--- config.mk ---
export PLATFORM = sky130hd
export DESIGN_NAME = sram_like_arbiter
export DESIGN_NICKNAME = d
export VERILOG_FILES = /design/src/rtl/sram_like_arbiter.sv
export SDC_FILE = /design/constraint.sdc
export NUM_CORES = 1
export LEC_CHECK = 0
export ABC_AREA = 1
export BUFFER_PORTS_ARGS = -buffer_cell sky130_fd_sc_hd__buf_2
export CORE_AREA = 2 2 125 127
export DETAILED_ROUTE_END_ITERATION = 8
export DIE_AREA = 0 0 127 129
export PLACE_DENSITY = 0.48
export SYNTH_ARGS = -nofsm -noshare
export SYNTH_HDL_FRONTEND = slang
export SYNTH_SLANG_ARGS = --single-unit
--- constraint.sdc ---
create_clock -name clk -period 1.59 [get_ports clk]
set_clock_uncertainty 0.1 [all_clocks]
set_input_delay 0 -clock clk [delete_from_list [all_inputs] [get_ports clk]]
set_output_delay 0 -clock clk [all_outputs]
set_load 0.1 [all_outputs]
--- src/rtl/sram_like_arbiter.sv ---
// rtl/sram_like_arbiter.sv - two-master, one-slave arbiter for the SRAM-like bus
// Shares one slave between inst and data masters with exactly one transaction in flight.
module sram_like_arbiter #(
  parameter int FIXED_PRIO = 0
) (
  input  logic        clk,
  input  logic        rst,

  input  logic        inst_req,
  input  logic        inst_wr,
  input  logic [1:0]  inst_size,
  input  logic [31:0] inst_addr,
  input  logic [3:0]  inst_wstrb,
  input  logic [31:0] inst_wdata,
  output logic        inst_addr_ok,
  output logic        inst_data_ok,
  output logic [31:0] inst_rdata,

  input  logic        data_req,
  input  logic        data_wr,
  input  logic [1:0]  data_size,
  input  logic [31:0] data_addr,
  input  logic [3:0]  data_wstrb,
  input  logic [31:0] data_wdata,
  output logic        data_addr_ok,
  output logic        data_data_ok,
  output logic [31:0] data_rdata,

  output logic        s_req,
  output logic        s_wr,
  output logic [1:0]  s_size,
  output logic [31:0] s_addr,
  output logic [3:0]  s_wstrb,
  output logic [31:0] s_wdata,
  input  logic        s_addr_ok,
  input  logic        s_data_ok,
  input  logic [31:0] s_rdata
);

  typedef enum logic [1:0] {
    IDLE = 2'd0,
    ADDR = 2'd1,
    DATA = 2'd2
  } state_t;

  state_t state_q;
  logic   grant_q;
  logic   grant_d;
  logic   last_grant_q;

  logic        in_addr;
  logic        in_data;
  logic        sel_req;
  logic        sel_wr;
  logic [1:0]  sel_size;
  logic [31:0] sel_addr;
  logic [3:0]  sel_wstrb;
  logic [31:0] sel_wdata;
  logic        fwd_data_ok;

  // Grant is 1 for the data master; a tie alternates unless data has fixed priority.
  always_comb begin
    grant_d = data_req;
    if (inst_req && data_req) begin
      grant_d = (FIXED_PRIO != 0) ? 1'b1 : ~last_grant_q;
    end
  end

  always_ff @(posedge clk) begin
    if (rst) begin
      state_q      <= IDLE;
      grant_q      <= 1'b0;
      last_grant_q <= 1'b1;
    end else begin
      case (state_q)
        IDLE: begin
          if (inst_req || data_req) begin
            grant_q <= grant_d;
            state_q <= ADDR;
          end
        end
        ADDR: begin
          if (s_addr_ok) begin
            last_grant_q <= grant_q;
            state_q      <= DATA;
          end
        end
        DATA: begin
          if (s_data_ok) begin
            state_q <= IDLE;
          end
        end
        default: state_q <= IDLE;
      endcase
    end
  end

  assign in_addr = (state_q == ADDR);
  assign in_data = (state_q == DATA);

  always_comb begin
    if (grant_q) begin
      sel_req   = data_req;
      sel_wr    = data_wr;
      sel_size  = data_size;
      sel_addr  = data_addr;
      sel_wstrb = data_wstrb;
      sel_wdata = data_wdata;
    end else begin
      sel_req   = inst_req;
      sel_wr    = inst_wr;
      sel_size  = inst_size;
      sel_addr  = inst_addr;
      sel_wstrb = inst_wstrb;
      sel_wdata = inst_wdata;
    end
  end

  // Slave-side fields are forced to zero outside ADDR so the bus is quiet when idle.
  assign s_req   = in_addr & sel_req;
  assign s_wr    = in_addr & sel_wr;
  assign s_size  = in_addr ? sel_size  : 2'b00;
  assign s_addr  = in_addr ? sel_addr  : 32'h0;
  assign s_wstrb = in_addr ? sel_wstrb : 4'h0;
  assign s_wdata = in_addr ? sel_wdata : 32'h0;

  assign inst_addr_ok = in_addr & ~grant_q & s_addr_ok;
  assign data_addr_ok = in_addr &  grant_q & s_addr_ok;

  assign fwd_data_ok  = in_data & s_data_ok;
  assign inst_data_ok = fwd_data_ok & ~grant_q;
  assign data_data_ok = fwd_data_ok &  grant_q;
  assign inst_rdata   = inst_data_ok ? s_rdata : 32'h0;
  assign data_rdata   = data_data_ok ? s_rdata : 32'h0;

endmodule

; After elaboration in Yosys (flattened, before gate mapping)
; Index checks and enable logic that the tools add are counted.
[totals]
elab_cells = 42
output_inout_bits = 140
in_bits = 180
reg_bits = 4
[classes]
eq_ne = 5
muxes = 17
n_bitwise = 11
n_reduce_logical = 6
[ops]
columns = op, n
row1 = $mux 32, 6
row2 = $mux 2, 5
row3 = $and 1x1->1, 9
row4 = $mux 4, 2
row5 = $ne 2x2->1 const B, 3
row6 = $pmux 2 s3, 1
row7 = $reduce_and 2->1, 2
row8 = $mux 1, 3
row9 = $reduce_and 3->1, 1
row10 = $eq 2x1->1 const B, 1
row11 = $eq 2x2->1 const B, 1
row12 = $logic_not 2->1, 1
row13 = $not 1->1, 2
row14 = $logic_and 1x1->1, 1
row15 = $logic_or 1x1->1, 1

; Longest topological paths before layout
[depth]
depth_word = 4
ltp_mapped = 6

; Least setup slack after synthesis
; OpenSTA, ideal clock, no wires.
[synth_timing]
path_kind = reg-to-output
startpoint = register grant_q
endpoint = output inst_rdata[22]
slack_ps = -589
stages_incl_launch_ff = 5
arrival_time_ps = 2079
path_buffers = 1
cell_sequence = dfxtp_1 inv_1 nand4_1 clkbuf_1 nor2_1
[synth_between]
elab_chain_len = 3
[synth_rtl]
columns = item, line
row1 = from (decl), 47  ; logic grant_q;
row2 = from (signal assigned), 78  ; grant_q <= grant_d;
row3 = $not 1->1, 131  ; assign inst_data_ok = fwd_data_ok & ~grant_q;
row4 = $and 1x1->1, 131
row5 = $mux 32, 133  ; assign inst_rdata = inst_data_ok ? s_rdata : 32'h0;
row6 = to (decl), 17  ; output logic [31:0] inst_rdata,
; Every way passes these cells.

; Final worst setup path
[layout_timing]
startpoint = register grant_q
endpoint = output inst_rdata[21]
; Same word-level chain as after synthesis.

==> metrics.md <==
| Metric | Value |
|---|---|
| Simple-Gate Fraction of Synth Area | approximately three quarters |
| FF-to-FF End | state_q[1]$_SDFFE_PP0P_ |
| Total nets after synthesis | between 500 and 600 |
| Worst Setup EP | inst_rdata[21] |
| Max IR drop VDD | approximately 0.0003 V |
| LEAKAGE | around 0.0033 uW |
| Antenna viol nets, final | 0 |
| R2R setup slack | between 0.1 and 0.15 ns |
| Pwr dens | around 500 nW/um^2 |
| GP Congestion | approximately 0.79 |
| Routed WL | between 10 and 15 mm |
| Number of remaining DRC errors | 0 |
| Fin Setup TNS | 0 ns |
| GRT overflow | 0 |
| Clock transition at the registers of the reported paths | 0.03 ns |
| Num CTS Buffers | 3 |
| Overall Power | ~3500 uW |
| Number of max-cap violations | 0 |
| Min Tclk post-route | 1.588 ns |
| Mux contribution to synthesized area | 0% |
| FF-to-FF path depth | 5 |
| Die ar. | 16,380 um^2 |
| Synth Area in Compound Gates | less than 1% |
| Starting density of the core | a little over 10% |
| Syn Inst Count | 367 |
| Fin. max-slew vios | 0 |
| Final Non-Filler Cells | 895 |
| Clk sinks | 4 |
| Worst reg2reg path startpoint | state_q[0]$_SDFFE_PP0P_ |
| Critical path startpoint category | flop |
| Maximum clock path buffer count | 2 |
| Synth Area in XOR/XNOR | 0% |
| Iteration-0 DRC Markers | 89 |
| Tot GR Track Use | between 10% and 20% |
| Core area | 14,980 um^2 |
| FMAX | around 630 MHz |
| Register area share after synthesis | between 5 and 6% |
| Slew of the pin with the lowest slew margin | 0.2913 ns |
| Clock tree root buffer cell | clkbuf_16 |
| Worst skew pair latency | ~0.23 ns |
| First-pass GRT wire length | 17.42 mm |
| Post-Syn Area | between 1500 and 2000 um^2 |
| Most frequent cells in the layout | buf_2 (179), buf_12 (154), nand2_1 (108), nand2_2 (108), nor2_4 (61) |
| CP Launch Point | grant_q$_SDFFE_PP0P_ |
| Die X | 127 um |
| Footprint of the multi-input gates | about 1900 um^2 |
| Hold Path Class | input pin to flop |
| Most common cell after layout, fill and taps aside | buf_2 |
| Vias per cell | 3.762 |
| Period utilization | approximately 100% |
| CP Data Required Time | around 1.5 ns |
| Die H | 129 um |
| Drt pass-1 iters | 4 |
| Sequential cell area | just over 90 um^2 |
| Synth warn | 0 |
| Ant diodes | 0 |
| Initial antenna violation count | 0 |
| Io pins | 320 |
| Number of global-route vias before repair | 3,427 |
| Design Area, Final | about 6800 um^2 |
| Placed standard-cell area | approximately 6100 um^2 |
| Fill count | 1,393 |
| Endpoints failing hold | 1 |
| Crit-path max FO | 8 |
| Routed len/inst | around 13 um |
| Largest family of logic cells by synthesized area | simple AND/OR/NAND/NOR gates |
| Nets | 889 |
| Critical Path End Type | output pin |
| Fin Hold WS | -0.002548 ns |
| Largest net degree at the start of global routing | 25 |
| H-tree depth | 1 |
| Synth Area in Adders | 0% |
| CTS tree | built |
| # rows | 45 |
| Dpl cells | slightly below 900 |
| Avg Inst Size Synth | around 4.2 um^2 |
| Via count | 3,367 |
| Number of synthesized register bits | 4 |
| Cell variety after synth | 12 |
| Max_slew headroom | about 81% |
| Unrepaired setup endpoints after global routing | yes |
| Final setup fails | 0 |
| Number of port buffers | approximately 320 |
| CP arrival | between 1 and 1.5 ns |
| Layout cells sized above 1 | about 77% |
| Hpwl dp | 9.010 mm |
| Critical path class | flop to output pin |
| Area grow syn2layout | 345.2% |
| Status | finished with violations |
| Violated checks | negative hold slack |
[worst max-delay path, stage by stage (launching register included)]
cell and delay [ns]:
dfxtp_4 0.36, inv_4 0.06, nand4_1 0.16, buf_12 0.21
buf_12 0.15, nor2_4 0.13, buf_12 0.18
[power by group]
group / switching, uW / internal (uW)
Combinational: 1890 / 1070
Sequential: 12.7 / 109
Clock: 78.0 / 322
Total: 1990 / 1500
[kinds of logic (layout without fill, tap and decap cells)]
group,Yosys count,after routing
simple gates,299,299
buf+inv,61,401
flops,4,4
compound gates,3,3
[layout make-up]
| cell class | count | share of cell area [%] |
|---|---|---|
| Timing Repair Buffer | 357 | 63.07 |
| Multi-Input combinational cell | 302 | 28.65 |
| Tap cell | 188 | 3.461 |
| Inverter | 41 | 2.375 |
| Sequential cell | 4 | 1.344 |
| Clock buffer | 3 | 1.105 |
[routing by layer]
| layer | share of wire [%] | routed length [um] | global-route usage [%] | up-vias |
|---|---|---|---|---|
| met3 | 10 | 1243 | 4.948 | 3 |
| met2 | 54 | 6490 | 26.57 | 173 |
| met4 | 0.22 | 26 | 0.9696 | 0 |
| li1 | - | - | - | 1744 |
| met1 | 35 | 4230 | 13.98 | 1447 |
| met5 | 0 | 0 | 0 | - |
[what timing repair did]
action | CTS | global route
pin swaps | 7 | 21
setup buffers | 17 | 0
gates resized for setup | 29 | 78
gates cloned | 4 | 2
hold buffers | 4 | 0
endpoints found under the hold margin | 4 | 0
endpoints found under the setup margin | 109 | 135
[per-stage QoR]
stage	worst slack, ns	util (%)
2_1_floorplan	-0.3835	-
3_3_place_gp	0.1107	40.86
3_5_place_dp	0.07915	40.86
4_1_cts	-0.02748	43.79
5_1_grt	-0.06970	45.38
6_report	0.002010	45.38
[how the worst min path moves through the flow]
| stage | from | to | cells past startpoint |
|---|---|---|---|
| floorplan | rst | grant_q$_SDFFE_PP0P_ | 1 |
| global placement | rst | state_q[1]$_SDFFE_PP0P_ | 2 |
| detailed placement | rst | state_q[1]$_SDFFE_PP0P_ | 2 |
| CTS | inst_req | grant_q$_SDFFE_PP0P_ | 4 |
| global route | inst_req | grant_q$_SDFFE_PP0P_ | 4 |
| finish | inst_req | grant_q$_SDFFE_PP0P_ | 4 |
[cells in the mapped netlist (all sizes together)]
library cell | number | share of area (%)
a21oi | 3 | 0.98
nand2 | 225 | 55
buf | 14 | 7.5
inv | 41 | 10
nand3b | 2 | 0.98
dfxtp | 4 | 5.2
clkbuf | 6 | 1.5
nor2 | 69 | 17
nand4 | 2 | 0.82
nand3 | 1 | 0.33
[state kept, by name, summed over array words and instances (netlist names)]
signal and flops:
last_grant_q 1, state_q 2, grant_q 1
No activity file was read; power rests on OpenSTA's default activity.
